$ cat config.mk
export PLATFORM = sky130hd
export DESIGN_NAME = bram_writer
export DESIGN_NICKNAME = d
export VERILOG_FILES = /design/src/rtl/bram_writer.sv
export SDC_FILE = /design/constraint.sdc
export NUM_CORES = 1
export LEC_CHECK = 0
export CAP_MARGIN = 25
export CORE_UTILIZATION = 57
export DETAILED_ROUTE_END_ITERATION = 12
export PLACE_DENSITY_LB_ADDON = 0.12
export SETUP_SLACK_MARGIN = 0.1
export SKIP_CTS_REPAIR_TIMING = 1
export SYNTH_ARGS = -nofsm -noshare
export SYNTH_HDL_FRONTEND = slang
export SYNTH_SLANG_ARGS = --single-unit
$ cat constraint.sdc
create_clock -name clk -period 2.6 [get_ports clk]
set_clock_uncertainty 0.05 [all_clocks]
set_input_delay 0.52 -clock clk [delete_from_list [all_inputs] [get_ports clk]]
set_output_delay 0.52 -clock clk [all_outputs]
set_load 0.005 [all_outputs]
$ cat src/rtl/bram_writer.sv
// Stream-to-BRAM loader: writes DEPTH bytes from a valid/ready stream to addresses 0..DEPTH-1,
// takes a trailing checksum byte, reads the region back and reports pass/fail.
module bram_writer #(
    parameter int ADDR_W = 10,
    parameter int DEPTH  = 1024
) (
    input  logic              clk,
    input  logic              resetn,
    input  logic              start,
    input  logic [7:0]        s_data,
    input  logic              s_valid,
    output logic              s_ready,
    output logic [ADDR_W-1:0] bram_addr,
    output logic [7:0]        bram_din,
    output logic              bram_we,
    output logic              bram_re,
    input  logic [7:0]        bram_dout,
    output logic              busy,
    output logic              done,
    output logic              pass
);

    typedef enum logic [2:0] {S_IDLE, S_WRITE, S_CHK, S_VERIFY, S_DONE} state_t;

    localparam logic [ADDR_W:0] CNT_LAST  = (ADDR_W+1)'(DEPTH - 1);
    localparam logic [ADDR_W:0] CNT_DEPTH = (ADDR_W+1)'(DEPTH);

    state_t            state_q, state_d;
    logic [ADDR_W:0]   wcnt_q, wcnt_d;
    logic [ADDR_W:0]   rcnt_q, rcnt_d;
    logic [ADDR_W:0]   rtn_q, rtn_d;
    logic              rd_vld_q, rd_vld_d;
    logic [7:0]        sum_q, sum_d;
    logic [7:0]        chk_q, chk_d;
    logic [ADDR_W-1:0] addr_q, addr_d;
    logic [7:0]        din_q, din_d;
    logic              we_q, we_d;
    logic              re_q, re_d;
    logic              busy_q, busy_d;
    logic              done_q, done_d;
    logic              pass_q, pass_d;
    logic [7:0]        total;

    assign total = sum_q + chk_q;

    always_ff @(posedge clk or negedge resetn) begin
        if (!resetn) begin
            state_q  <= S_IDLE;
            wcnt_q   <= '0;
            rcnt_q   <= '0;
            rtn_q    <= '0;
            rd_vld_q <= 1'b0;
            sum_q    <= '0;
            chk_q    <= '0;
            addr_q   <= '0;
            din_q    <= '0;
            we_q     <= 1'b0;
            re_q     <= 1'b0;
            busy_q   <= 1'b0;
            done_q   <= 1'b0;
            pass_q   <= 1'b0;
        end else begin
            state_q  <= state_d;
            wcnt_q   <= wcnt_d;
            rcnt_q   <= rcnt_d;
            rtn_q    <= rtn_d;
            rd_vld_q <= rd_vld_d;
            sum_q    <= sum_d;
            chk_q    <= chk_d;
            addr_q   <= addr_d;
            din_q    <= din_d;
            we_q     <= we_d;
            re_q     <= re_d;
            busy_q   <= busy_d;
            done_q   <= done_d;
            pass_q   <= pass_d;
        end
    end

    always_comb begin
        state_d  = state_q;
        wcnt_d   = wcnt_q;
        rcnt_d   = rcnt_q;
        rtn_d    = rtn_q;
        rd_vld_d = re_q;
        sum_d    = sum_q;
        chk_d    = chk_q;
        addr_d   = addr_q;
        din_d    = din_q;
        we_d     = 1'b0;
        re_d     = 1'b0;
        busy_d   = busy_q;
        done_d   = done_q;
        pass_d   = pass_q;
        unique case (state_q)
            S_IDLE, S_DONE: begin
                if (start) begin
                    state_d = S_WRITE;
                    busy_d  = 1'b1;
                    done_d  = 1'b0;
                    pass_d  = 1'b0;
                    wcnt_d  = '0;
                    rcnt_d  = '0;
                    rtn_d   = '0;
                    sum_d   = '0;
                end
            end
            S_WRITE: begin
                if (s_valid) begin
                    we_d   = 1'b1;
                    addr_d = wcnt_q[ADDR_W-1:0];
                    din_d  = s_data;
                    wcnt_d = wcnt_q + 1'b1;
                    if (wcnt_q == CNT_LAST) state_d = S_CHK;
                end
            end
            S_CHK: begin
                // The checksum beat also launches the read of address 0,
                // so rcnt counts reads already issued.
                if (s_valid) begin
                    chk_d   = s_data;
                    state_d = S_VERIFY;
                    re_d    = 1'b1;
                    addr_d  = '0;
                    rcnt_d  = (ADDR_W+1)'(1);
                end
            end
            S_VERIFY: begin
                if (rcnt_q != CNT_DEPTH) begin
                    re_d   = 1'b1;
                    addr_d = rcnt_q[ADDR_W-1:0];
                    rcnt_d = rcnt_q + 1'b1;
                end
                if (rd_vld_q) begin
                    sum_d = sum_q + bram_dout;
                    rtn_d = rtn_q + 1'b1;
                end else if (rtn_q == CNT_DEPTH) begin
                    state_d = S_DONE;
                    busy_d  = 1'b0;
                    done_d  = 1'b1;
                    pass_d  = (total == 8'd0);
                end
            end
            default: state_d = S_IDLE;
        endcase
    end

    assign s_ready   = (state_q == S_WRITE) || (state_q == S_CHK);
    assign bram_addr = addr_q;
    assign bram_din  = din_q;
    assign bram_we   = we_q;
    assign bram_re   = re_q;
    assign busy      = busy_q;
    assign done      = done_q;
    assign pass      = pass_q;

endmodule
== Word-level counts from Yosys, hierarchy flattened ==
Index checks and enable logic that the tools add are counted.

* Input bits: 20
* Flip-flop bits (word level): 76
* Word-level logic and storage cells: 87

* $add $sub $neg: 5
* Reductions and logical operators: 16
* Muxes and demuxes: 37
* Eq/ne operators: 15

{| class="wikitable"
|+ Operators by type and width
! kind !! number
|-
| $mux 11 || 5
|-
| $pmux 11 s2 || 2
|-
| $add 11x1->11 const B || 3
|-
| $pmux 11 s3 || 1
|-
| $mux 10 || 3
|-
| $pmux 10 s3 || 1
|-
| $mux 3 || 6
|-
| $add 8x8->8 || 2
|-
| $mux 8 || 2
|-
| $ne 2x2->1 const B || 8
|-
| $pmux 8 s2 || 1
|-
| $pmux 3 s4 || 1
|-
| $reduce_and 4->1 || 3
|-
| $eq 11x10->1 const B || 1
|-
| $eq 11x11->1 const B || 1
|-
| $mux 1 || 11
|-
| $ne 11x11->1 const B || 1
|-
| $logic_not 8->1 || 1
|-
| $pmux 1 s2 || 4
|-
| $eq 3x2->1 const B || 2
|-
| $reduce_and 3->1 || 2
|-
| $reduce_and 6->1 || 1
|-
| $reduce_bool 3->1 || 2
|-
| $reduce_and 2->1 || 2
|-
| other kinds (6) || 7
|}

== Depth between registers and ports, before layout ==
Gate-level depths: netlist (run 1).

* Depth in word-level cells: 5
* Depth in mapped cells: 9

== Worst setup path after synthesis (run 1) ==
Ideal clock, no wire load.

* Path type: input port to flip-flop
* Start point: input port bram_dout[0]
* End point: register sum_q[6]
* Arrival: 1.930 ns
* Data required time: 2.418 ns
* Library setup time: 0.132 ns
* Buffers on the path: 0
* Stages on the path: 8
* Setup slack: 0.488 ns
* Path through: ha_1 -> fa_1 -> a21o_1 -> a21oi_1 -> o21bai_1 -> a21oi_1 -> xor2_1 -> o21ai_1

* Longest elaborated chain between the ends: 3

{| class="wikitable"
|+ Ends and longest elaborated chain
! element !! line !! RTL
|-
| start: declaration || 17 || <nowiki>input logic [7:0] bram_dout,</nowiki>
|-
| $add 8x8->8 || 135 || <nowiki>sum_d = sum_q + bram_dout;</nowiki>
|-
| $mux 8 || 134 || <nowiki>if (rd_vld_q) begin</nowiki>
|-
| $pmux 8 s2 || 95 || <nowiki>unique case (state_q)</nowiki>
|-
| end signal: assignment || 68 || <nowiki>sum_q <= sum_d;</nowiki>
|-
| end: declaration || 33 || <nowiki>logic [7:0] sum_q, sum_d;</nowiki>
|}

Every way passes these cells. The select of a mux whose other input is x is not followed.
A chain may end at the register's enable or synchronous reset.

== Final worst setup path (run 1) ==
* Start point: register state_q[0]
* End point: output port s_ready

* Longest elaborated chain between the ends: 2
* Elaborated cells between the ends (all ways): 3

{| class="wikitable"
|+ Ends and longest elaborated chain
! element !! line !! RTL
|-
| start: declaration || 28 || <nowiki>state_t state_q, state_d;</nowiki>
|-
| start signal: assignment || 63 || <nowiki>state_q <= state_d;</nowiki>
|-
| $eq 3x1->1 / $eq 3x2->1 (equally long branches) || 148 || <nowiki>assign s_ready = (state_q == S_WRITE) || (state_q == S_CHK);</nowiki>
|-
| $logic_or 1x1->1 * || 148 ||
|-
| end: declaration || 12 || <nowiki>output logic s_ready,</nowiki>
|}

Every way passes the cells marked *; elsewhere a longest branch is shown, timed or not.

==> results of run 1 <==
-- logic make-up after synthesis --
kind of cell	Yosys count
flops	76
simple gates	146
fa+ha+maj	21
compound gates	87
xor+xnor	34
mux	17
buf+inv	26
-- layout make-up --
cell class	count	area (sq um)
clock inverters	5	83.83
multi-input cells	305	2143
repair buffers	55	530.5
inverters	7	26.28
flip-flops and latches	76	1904
clock buffers	11	141.4
fillers	530	1994
well taps	96	120.1
-- cells in the mapped netlist (6+ instances only) --
| library cell | instances | area [sq um] |
|---|---|---|
| sky130_fd_sc_hd__nand4_1 | 6 | 37.54 |
| sky130_fd_sc_hd__a21o_1 | 11 | 82.58 |
| sky130_fd_sc_hd__nor2_2 | 6 | 37.54 |
| sky130_fd_sc_hd__inv_1 | 7 | 26.28 |
| sky130_fd_sc_hd__a21oi_1 | 15 | 75.07 |
| sky130_fd_sc_hd__o21ai_1 | 25 | 125.1 |
| sky130_fd_sc_hd__mux2_2 | 12 | 135.1 |
| sky130_fd_sc_hd__dfrtp_1 | 76 | 1902 |
| sky130_fd_sc_hd__nand2b_1 | 7 | 43.79 |
| sky130_fd_sc_hd__clkbuf_1 | 7 | 26.28 |
| sky130_fd_sc_hd__ha_1 | 19 | 237.7 |
| sky130_fd_sc_hd__buf_2 | 7 | 35.03 |
| sky130_fd_sc_hd__a22oi_1 | 9 | 67.56 |
| sky130_fd_sc_hd__and3_1 | 8 | 50.05 |
| sky130_fd_sc_hd__nand3_1 | 15 | 75.07 |
| sky130_fd_sc_hd__nor2_1 | 31 | 116.4 |
| sky130_fd_sc_hd__o21ai_0 | 6 | 30.03 |
| sky130_fd_sc_hd__xnor2_1 | 15 | 131.4 |
| sky130_fd_sc_hd__nand2_1 | 41 | 153.9 |
| sky130_fd_sc_hd__xor2_1 | 19 | 166.4 |
-- worst paths after layout --
| check | startpoint | endpoint | slack [ps] | cells after the start |
|---|---|---|---|---|
| setup reg to reg | rcnt_q[0] | bram_addr[7] | 360 | 8 |
| hold / removal | resetn | sum_q[0] | 100 | 1 |
| setup / recovery | state_q[0] | s_ready | 280 | 3 |
| hold reg to reg | bram_re | rd_vld_q | 360 | 0 |
| max in group asynchronous | resetn | rcnt_q[0] | 1830 | 2 |
| min in group clk | bram_re | rd_vld_q | 360 | 0 |
-- per-stage QoR --
step	power [mW]	worst slack, ps	hold slack (ps)	utilization	instance area (sq um)
floorplan	1.826	488.1	174.4	-	4175
finish	3.126	279.6	99.37	0.7128	4950
global route	3.296	116.6	128.7	0.7128	4950
detailed placement	2.121	-13.04	325.7	0.6800	4722
CTS	3.144	104.8	116.9	0.7124	4947
global placement	2.102	49.08	317.3	0.6800	4722
-- cells in the final DEF, fill, tap and decap left out, drive strengths merged, types with 2 or more instances in the layout --
cell,Yosys,routed
a21oi,17,17
mux2,16,16
buf,12,13
xor2,19,19
and2,3,3
fa,2,2
nand2,42,42
or3b,2,2
clkdlybuf4s50,0,42
nor2b,2,2
bufinv,0,2
a22oi,9,9
nor3b,6,6
and3,8,8
o211ai,2,2
nor2,37,37
o21ai,31,31
a31oi,2,2
ha,19,19
inv,7,8
nand3,15,15
dfrtp,76,76
clkbuf,7,11
xnor2,15,15
a21o,11,11
nand2b,7,7
nor3,4,4
nand4,7,7
o31ai,4,4
nand3b,3,3
clkinvlp,0,2
nor4,4,4
a211oi,2,2
a2111oi,2,2
nand4b,3,3
-- sequential cells by signal (all words and copies together), names as in the netlist --
| name | cells |
|---|---|
| rtn_q | 11 |
| bram_din | 8 |
| busy | 1 |
| pass | 1 |
| done | 1 |
| chk_q | 8 |
| sum_q | 8 |
| wcnt_q | 11 |
| state_q | 3 |
| bram_we | 1 |
| bram_re | 1 |
| rd_vld_q | 1 |
| rcnt_q | 11 |
| bram_addr | 10 |
-- per-layer routing --
metal,GRT usage,vias up,wire length [microns]
li1,-,1537,-
met1,0.3650,1566,4170
met2,0.4134,76,4114
met3,0.06880,9,536
met4,0.05365,0,79
met5,0,-,0
-- worst reg2reg max path: stages (launching register included) --
cell and delay, ps:
sky130_fd_sc_hd__dfrtp_1 450, sky130_fd_sc_hd__inv_1 90, sky130_fd_sc_hd__ha_1 140, sky130_fd_sc_hd__nor4b_1 240, sky130_fd_sc_hd__nand4b_1 220, sky130_fd_sc_hd__nand2_1 120, sky130_fd_sc_hd__a311o_1 620, sky130_fd_sc_hd__nand2_1 140
sky130_fd_sc_hd__o21ai_1 100
-- power groups by stage --
stage	combinational (mW)	clock, mW	sequential (mW)
5_1_grt	0.724	1.09	1.49
2_1_floorplan	0.387	0	1.44
4_1_cts	0.652	1.03	1.46
3_5_place_dp	0.641	0	1.48
6_report	0.649	1.01	1.47
3_3_place_gp	0.625	0	1.48
==> results.txt, run 1 <==
* Simple-gate area share of the yosys netlist: 0.1903
- RD Place Congestion: slightly below 0.9
- Of the total synthesized cell area, the portion taken by full adders, half adders and majority gates is 0.06653.
- The worst pin sits at a relative slew slack of 0.5401.
- The worst setup path is captured at a primary output.
* Maximum Capacitance Violations: 0
- Startpoint types: flip-flop
* Width of the die: approximately 90 microns
- Synthesis produced a netlist with a net count of about 450.
* Clock Latency Late Sink: 340 ps
- Number of distinct library cell variants in the gate-level netlist after synthesis: 57
* Unrepaired setup endpoints after global routing: no
- Clock root cell: sky130_fd_sc_hd__clkbuf_8
* Synth-to-Final Area Change: 18.55%
- Fraction of synthesized cell area in xor and xnor cells: 0.07132
- For this run, the leading register cell type out of synthesis is sky130_fd_sc_hd__dfrtp_1.
- Of all flip-flops after synthesis, the portion carrying an async set or reset was 1.000.
- The kind of cell with the highest combined delay along the critical path is flip-flops.
- The total overflow left after global routing is 0.
- Critical path data required time: 2030 ps
* Switching power share of the total: 0.2828
- The portion of synthesized area spent on multiplexers is 0.04555.
- Part of the total power dissipated in sequential elements: 0.469
- The clock net in this run drives a total of 76 sinks.
- CTS clock-pin slew for the worst setup and hold paths: 70 ps
- Number of DRC markers in iteration 0: between 200 and 250
* Synthesis-stage register bit count: between 70 and 80
- Proportion of layout cells with a drive suffix above 1: 0.1285
* Number of enable-type register cells in the synthesized netlist: 0
- Largest stage delay, worst path: 560 ps
* Fmax achieved: 431.0 MHz
- Ratio of total power to cell area: ~630 nW/um^2
- Critical-path cell with the highest stage delay: sky130_fd_sc_hd__dfrtp_2
- In this run the vertical extent of the chip is 87.59 microns.
- Via count: 3188
- The clock passes through at most 2 buffers.
- CTS tree: done
- Wire length of the first global-routing pass: 15290 microns
* Tightest Pin Transition: about 690 ps
- For this run, the number of Yosys warnings is 0.
- Summed over all failing endpoints, the final setup total negative slack is 0 ps.
- Internal power comes to around 2.2 mW.
- Outcome: finished clean
- Part of the Yosys area used for sequential elements: 0.4555
* Residual DRC count: 0
- Number of failing setup endpoints in the final timing report: 0
- First-pass iteration count of the detailed router: 4
- The floorplan has 30 rows.
- Of the available clock period, the critical path in the final layout requires 0.8924.
* Fin. max-slew vios: 0
- Nets: ~500
- Number of global-route vias before repair: 3125
- I/O Buffers: 43
* Critical Path, Cell by Cell: xnor2_1, nor2_1, clkdlybuf4s50_1
* Number of nets with antenna violations after routing: 0
- Detailed placement finished with a half-perimeter wire length of roughly 6400 microns.
* Class of the tightest hold or removal check: in2async
- Pin count of the biggest net entering global routing: 42
- Of the total power, the clock network draws 0.324.
- Leakage power total: 2.232 nW
- The share of total power dissipated in combinational logic is 0.207.
- 44 I/O pins were placed.
- Inserted Clock Buffers: 9
- The analysis attributes to net switching a power of 0.8841 mW.
- Fraction of the mapped netlist area in compound gates: 0.1381
* Post-layout minimum cycle time: 2320 ps
- Placeable Area: ~6900 sq um
- For this configuration, the core starts out at a cell density of 0.6013.
- Across every metal layer, demand over resource in global routing totals 0.2610.
* Max IR drop VDD: 0.0005246 V
- The hold violation total from the final report was 0.
- Number of buffers and inverters on the critical path: 1
- 0 antenna diodes ended up in the layout.
- Via/cell ratio: 5.744
- Each instance of the synthesized netlist takes up on average 10.26 sq um.
- Of all nets on the critical path, the largest fanout is 19.
* Setup Crit Path Kind: reg2out
- In the final routed layout, each cell accounts on average for 16.04 microns.
- Summing every instance area after synthesis gives 4175 sq um.
* Crit path arrival time: between 1500 and 2000 ps
- Non-filler cells in the finished layout: around 560
- Overall routed net length: 8901 microns
- Placed Cells: 539
- Cells after Synth: approximately 410
- The die covers between 7000 and 8000 sq um.
- In this run the number of H-tree levels came out at 3.
- Main combinational cell family by area after synthesis: simple AND/OR/NAND/NOR gates
* Antenna violations before repair: 0
No activity file was read; power rests on OpenSTA's default activity.
==> run 2, diff against run 1 <==
--- a/config.mk
+++ b/config.mk
@@ -9,8 +9,10 @@
 export CORE_UTILIZATION = 57
 export DETAILED_ROUTE_END_ITERATION = 12
 export PLACE_DENSITY_LB_ADDON = 0.12
+export RECOVER_POWER = 100
 export SETUP_SLACK_MARGIN = 0.1
 export SKIP_CTS_REPAIR_TIMING = 1
+export SLEW_MARGIN = 0
 export SYNTH_ARGS = -nofsm -noshare
 export SYNTH_HDL_FRONTEND = slang
 export SYNTH_SLANG_ARGS = --single-unit
==> run 2 against run 1 <==
  * Final cell count unchanged
  * Register-to-register slack about the same
  * Flip-flop and latch count unchanged
  * Sequential power about the same
  * Utilization decreased by 0.97 points
  * Via count increased by 0.13%
  * Global-route usage unchanged
  * Critical path depth unchanged
  * Power decreased by 1.8%
  * Combinational power decreased by 8.3%
  * Clock power about the same
  * Worst hold slack improved by 180 ps
  * Critical path type unchanged
  * Largest cell class unchanged
  * Highest routed layer unchanged
==> results.txt, run 2 (synthesis gave the netlist of run 1 again) <==
* Max Fanout on Critical Path: 19 (unchanged)
* Fin. max-slew vios: 0 (unchanged)
* Worst reg2reg path endpoint: pass
* Pin count of the biggest net entering global routing: 42 (unchanged)
- The total routing resource utilization after global routing is 0.2610 (unchanged).
- Layer with the highest usage after global routing: met2
- Headroom to the max-slew limit: 0.3379 (-0.2021)
- First-pass iteration count of the detailed router: 4 (unchanged)
- The max-capacitance violation count came to 0 (unchanged).
- Placeable Area: 6944 sq um (unchanged)
- The number of standard cells in the layout, taps in and fillers out was 555 (unchanged).
* Post-route fraction of the period consumed by the critical path: 0.9087 (+0.01629)
- Worst-case reg-to-reg path depth: 7 (-1)
* Width of the die: 87.59 microns (unchanged)
- Max IR drop VDD: 0.0005238 V (-0.15%)
- The timing-limited maximum frequency was 423.2 MHz (-1.8%).
- Clock root cell: sky130_fd_sc_hd__clkbuf_8
- The latest clock arrival within the worst-skew pair is 350 ps (about the same).
- Die Y: 87.59 microns (unchanged)
- Hold slack: 277.8 ps (+178.5 ps)
* Crit end category: primary output
- Number of DRC markers in iteration 0: 188 (-19%)
- TritonCTS built the clock tree.
* Inserted Clock Buffers: 9 (unchanged)
- Met3 capacity usage during global routing: 0.06880 (unchanged)
- Die area: 7671 sq um (unchanged)
- The utilization after layout is 0.7031 (-0.009730).
* Leakage power total: 2.245 nW (+0.59%)
- Launching point of the worst reg2reg path: sum_q[0]
- Most common cell after layout, fill and taps aside: sky130_fd_sc_hd__dfrtp_1
* Fill cell instance count of the final layout: 544 (+2.6%)
* Nets: 495 (unchanged)
* Number of nets with antenna violations after routing: 0 (unchanged)
- Outcome: finished clean
- The aggregate global routing overflow was 0 (unchanged).
* Number of failing setup endpoints in the final timing report: 0 (unchanged)
- The final antenna diode count was 0 (unchanged).
- Antenna violations before repair: 0 (unchanged)
- The via-per-instance ratio was 5.751 (+0.13%).
- The number of H-tree branching levels came to 3 (unchanged).
* Largest registers ranked by flip-flop count: rcnt_q (11), rtn_q (11), wcnt_q (11)
- The tightest min-delay check is of the in2async type.
- The net switching component of the power is 0.8724 mW (-1.3%).
- The met1 capacity usage during global routing came to 0.3650 (unchanged).
- From synthesis to final layout, the design area changed by 16.93%.
* Crit path arrival time: 1790 ps (+40 ps)
- Top library cells by usage in the layout, fill and taps aside: 74 x sky130_fd_sc_hd__dfrtp_1, 41 x sky130_fd_sc_hd__nand2_1, 34 x sky130_fd_sc_hd__nor2_1
- Setup Crit Path Kind: reg2out
- Tightest Pin Transition: 993.1 ps (+303.2 ps)
- Startpoint types: flip-flop
* Critical path data required time: 2030 ps (about the same)
- The fraction of power consumed by the clock network was 0.331 (+0.007).
- Overall routed net length: 8860 microns (-0.46%)
- Number of failing hold endpoints at the final stage: 0 (unchanged)
- The global routing met2 resource utilization is 0.4134 (unchanged).
* HPWL after DPL: 6446 microns (unchanged)
- The switching share of power was 0.2842 (+0.001391).
- The via total after detailed routing is 3192 (+0.13%).
- The maximum count of clock buffers along a single path came to 2 (unchanged).
* Residual DRC count: 0 (unchanged)
- The internal power came to 2.198 mW (-2.0%).
- Post-layout minimum cycle time: 2363 ps (+42.36 ps)
- The final weighted congestion of routability-driven global placement was 0.8908 (unchanged).
* Proportion of layout cells with a drive suffix above 1: 0.09804 (-0.03050)
- Average wire per standard cell: 15.96 microns (-0.46%)
- Reg-to-reg slack, setup: 360 ps (about the same)
- Placement Rows: 30 (unchanged)
* Unrepaired setup endpoints after global routing: no
- The proportion of power drawn by flip-flops and latches was 0.476 (+0.007).
- Number of global-route vias before repair: 3125 (unchanged)
- The share of total power in combinational logic was 0.194 (-0.013).
- Ratio of total power to cell area: 628.8 nW/um^2 (-0.45%)
- The placed instance count is 539 (unchanged).
- The clock sink count is 76 (unchanged).
- CTS clock-pin slew for the worst setup and hold paths: 70 ps (about the same)
- The quantity of I/O buffers inserted on ports was 43 (unchanged).
- Boundary pin count: 44 (unchanged)
* Starting utilization of the core area: 0.6013 (unchanged)
* Wire length of the first global-routing pass: 15290 microns (unchanged)
[run 2: cell types whose count changed in the layout (fill, tap and decap cells not counted), moves of 4 or more]
cell,previous run,this run
sky130_fd_sc_hd__buf_4,12,6
sky130_fd_sc_hd__o21ai_1,25,9
sky130_fd_sc_hd__clkbuf_1,1,5
sky130_fd_sc_hd__clkdlybuf4s50_1,42,15
sky130_fd_sc_hd__o21ai_0,6,22
sky130_fd_sc_hd__dlygate4sd3_1,0,27
[run 2: area by class of cell]
| class | instances | area (sq um) | share of cell area |
|---|---|---|---|
| Inverter | 7 | 26.28 | 0.005382 |
| Clock buffer | 11 | 141.4 | 0.02896 |
| Multi-Input combinational cell | 305 | 2108 | 0.4318 |
| Sequential cell | 76 | 1904 | 0.3901 |
| Tap cell | 96 | 120.1 | 0.02460 |
| Timing Repair Buffer | 55 | 498.0 | 0.1020 |
| Clock inverter | 5 | 83.83 | 0.01717 |
[run 2: per-layer routing]
| layer | part of all wire | vias up | wire, microns |
|---|---|---|---|
| li1 | - | 1545 | - |
| met1 | 0.47 | 1568 | 4193 |
| met2 | 0.46 | 71 | 4113 |
| met3 | 0.053 | 8 | 472 |
| met4 | 0.0090 | 0 | 80 |
| met5 | 0 | - | 0 |
[run 2: worst max-delay path: stages (launching register included)]
cell	delay, ps
sky130_fd_sc_hd__dfrtp_2	550
sky130_fd_sc_hd__xnor2_1	180
sky130_fd_sc_hd__nor2_1	140
sky130_fd_sc_hd__dlygate4sd3_1	580
[run 2: worst max path at each step]
stage | startpoint | end | slack [ps]
3_3_place_gp | bram_dout[0] | sum_q[6] | 50
5_1_grt | bram_dout[1] | sum_q[7] | 100
2_1_floorplan | bram_dout[0] | sum_q[6] | 490
4_1_cts | state_q[0] | s_ready | 100
3_5_place_dp | bram_dout[0] | sum_q[6] | -10
6_report | state_q[0] | s_ready | 240
[run 2: metrics by stage]
step                TNS, ps  area [sq um]  worst slack (ps)  power [mW]
finish                    0          4882             237.3       3.070
global route              0          4882             96.10       3.242
CTS                       0          4947             104.8       3.144
detailed placement   -13.04          4722            -13.04       2.121
global placement          0          4722             49.08       2.102
floorplan                 0          4175             488.1       1.826
[run 2: power groups by stage]
stage	clock, mW	sequential [mW]	combinational [mW]
after global routing	1.09	1.48	0.674
after floorplan	0	1.44	0.387
final	1.01	1.46	0.595
after global placement	0	1.48	0.625
after CTS	1.03	1.46	0.652
after detailed placement	0	1.48	0.641
==> run 3, diff against run 2 <==
--- a/config.mk
+++ b/config.mk
@@ -6,7 +6,8 @@
 export NUM_CORES = 1
 export LEC_CHECK = 0
 export CAP_MARGIN = 25
-export CORE_UTILIZATION = 57
+export CORE_UTILIZATION = 50
+export CTS_BUF_LIST = sky130_fd_sc_hd__clkbuf_16
 export DETAILED_ROUTE_END_ITERATION = 12
 export PLACE_DENSITY_LB_ADDON = 0.12
 export RECOVER_POWER = 100
==> run 3 against run 2 <==
  * Die area is 14% higher
  * Final cell count increased by 1.1%
  * Worst hold slack lost 200 ps
  * Critical path type unchanged
==> results.txt, run 3 (synthesis gave the netlist of run 1 again) <==
- The run finished with clean final reports.
- The vertical die dimension was 93.38 microns (+6.6%).
- CTS tree: done
* Fill cell instance count of the final layout: 646 (+19%)
* Clock root cell: sky130_fd_sc_hd__clkbuf_16
* Average wire per standard cell: 15.36 microns (-3.8%)
- CTS clock-pin slew for the worst setup and hold paths: 60 ps (about the same)
* Max Fanout on Critical Path: 19 (unchanged)
* Worst reg2reg path endpoint: rtn_q[5]
- Clock sinks: 76 (unchanged)
* Maximum Capacitance Violations: 0 (unchanged)
* Total design power: 3.229 mW (+5.2%)
* Nets: 495 (unchanged)
- Endpoint of the worst setup timing path: s_ready
- Number of DRC markers in iteration 0: 149 (-21%)
- The number of top-level pins came to 44 (unchanged).
- The number of stages on the worst setup path is 3 (unchanged).
* Fmax achieved: 418.2 MHz (-1.2%)
* Via count: 3126 (-2.1%)
* Routed metal-1 wire length: 3865 microns (-7.8%)
- Post-layout minimum cycle time: 2391 ps (+28.67 ps)
- The worst setup path is launched from a flip-flop.
* Class of the tightest hold or removal check: in2async
- Wire length of the first global-routing pass: 14830 microns (-3.0%)
* Unrepaired setup endpoints after global routing: no
- Via/cell ratio: 5.572 (-3.1%)
* Clock Latency Late Sink: 330 ps (-20 ps)
- Post-route fraction of the period consumed by the critical path: 0.9198 (+0.01103)
* Width of the die: 93.38 microns (+6.6%)
- Most common cell after layout, fill and taps aside: sky130_fd_sc_hd__dfrtp_1
- Antenna violations before repair: 0 (unchanged)
- Pin count of the biggest net entering global routing: 43 (+2.4%)
* Starting utilization of the core area: 0.5293 (-0.07191)
- The sequential standard cell area came to 1903 sq um (about the same).
- The number of iterations in the first detailed-routing pass came to 5 (+1).
- The critical path required time is 2030 ps (about the same).
- Placeable Area: 7888 sq um (+14%)
- The final routed DRC violation total was 0 (unchanged).
- The multi-input logic area came to 2095 sq um (-0.65%).
* Proportion of layout cells with a drive suffix above 1: 0.1024 (+0.004357)
- Number of buffers and inverters on the critical path: 1 (unchanged)
* Number of failing setup endpoints in the final timing report: 0 (unchanged)
- Inserted Clock Buffers: 9 (unchanged)
- Crit path arrival time: 1820 ps (+30 ps)
- Headroom to the max-slew limit: 0.3137 (-0.02418)
- Top library cells by usage in the layout, fill and taps aside: 75 x sky130_fd_sc_hd__dfrtp_1, 42 x sky130_fd_sc_hd__nand2_1, 35 x sky130_fd_sc_hd__nor2_1
- HPWL after DPL: 6162 microns (-4.4%)
* Number of failing hold endpoints at the final stage: 0 (unchanged)
* Largest stage delay, worst path: 760 ps (+180 ps)
- Number of diodes: 0 (unchanged)
- Maximum count of clock buffers along a single path: 2 (unchanged)
* Placement Rows: 32 (+6.7%)
- Among all stages on the critical path, the largest delay is contributed by sky130_fd_sc_hd__dfrtp_1.
- Number of nets with antenna violations after routing: 0 (unchanged)
* Launching instance or port of the critical path: state_q[0]
* Total length of routed met3 wires: 457 microns (-3.2%)
- Final core occ: 0.6263 (-0.07679)
- Launching point of the worst reg2reg path: state_q[0]
- The number of global-route vias before repair was 3103 (-0.70%).
* Clock H-tree levels: 3 (unchanged)
- Setup Crit Path Kind: reg2out
* Critical Path, Cell by Cell: xnor2_1, nor2_1, clkdlybuf4s50_1
- The largest registers in the layout are rcnt_q (11), rtn_q (11), wcnt_q (11).
- Reg-to-reg slack, setup: 280 ps (-80 ps)
* Synth-to-Final Area Change: 18.31%
* RD Place Congestion: 0.8283 (-7.0%)
* Top Family by Delay on Critical Path: flip-flops
- I/O Buffers: 43 (unchanged)
* Combined global-route utilization of all metal layers: 0.2209 (-0.04009)
- The leakage dissipation came to 2.280 nW (+1.6%).
- The pre-CTS setup slack was -9.666 ps (+3.378 ps).
- Overflow left after global routing: 0 (unchanged)
* Final worst-path setup slack: 208.6 ps (-28.67 ps)
* Worst-case reg-to-reg path depth: 5 (-2)
- Max IR drop VDD: 0.0004166 V (-20%)
- Crit end category: primary output
- The transition time of the tightest slew-check pin was 1029 ps (+36.27 ps).
- Ratio of total power to cell area: 653.7 nW/um^2 (+4.0%)
* Fin. max-slew vios: 0 (unchanged)
* Top routing layer in use: met4
* Die area: 8720 sq um (+14%)
* Overall routed net length: 8616 microns (-2.8%)
- Met2 wire len: 4162 microns (+1.2%)
==> run 3: cell count changes in the layout (fill, tap and decap cells not counted), moves of 3 or more <==
cell,change
sky130_fd_sc_hd__clkdlybuf4s50_1,+3
sky130_fd_sc_hd__clkinv_4,+3
sky130_fd_sc_hd__buf_4,+3
sky130_fd_sc_hd__clkbuf_8,-10
sky130_fd_sc_hd__clkbuf_16,+9
sky130_fd_sc_hd__dlygate4sd3_1,-3
==> run 3: how the worst min path moves through the flow <==
stage,to,slack [ps],cells after the start
finish,rtn_q[4],70,1
global route,rtn_q[7],120,1
CTS,rtn_q[7],110,1
detailed placement,rd_vld_q,310,0
global placement,rd_vld_q,310,0
floorplan,bram_addr[0],170,0
==> run 3: area by class of cell <==
type	count	area share
multi-input combinational	305	0.4240
sequential	76	0.3853
timing repair buffer	55	0.1021
clock buffer	9	0.04559
tap	102	0.02584
clock inverter	7	0.01190
inverter	7	0.005319
==> run 3: stage by stage <==
step	std cells	setup TNS, ps	cell area (sq um)	hold WS (ps)
after floorplan	407	0	4175	174.4
after global placement	545	0	4730	312.7
after detailed placement	545	-9.666	4730	310.9
after CTS	561	0	5014	106.4
after global routing	561	0	4940	122.1
final	561	0	4940	74.87
==> run 3: metal layers <==
layer	global-route usage	vias up
met5	0	-
met4	0.07949	0
met2	0.3499	72
li1	-	1545
met1	0.3028	1497
met3	0.04228	12
==> run 3: report_power, final <==
| part | switching, mW | total, mW | internal (mW) |
|---|---|---|---|
| Sequential | 0.144 | 1.46 | 1.32 |
| Combinational | 0.276 | 0.589 | 0.314 |
| Clock | 0.520 | 1.18 | 0.657 |
| Total | 0.940 | 3.23 | 2.29 |
==> run 3: worst reg2reg max path: cells and delay by family, from the launching register on <==
family | cells | cell delay (ps)
compound gates | 1 | 560
xor+xnor | 1 | 150
flops | 1 | 620
simple gates | 3 | 840
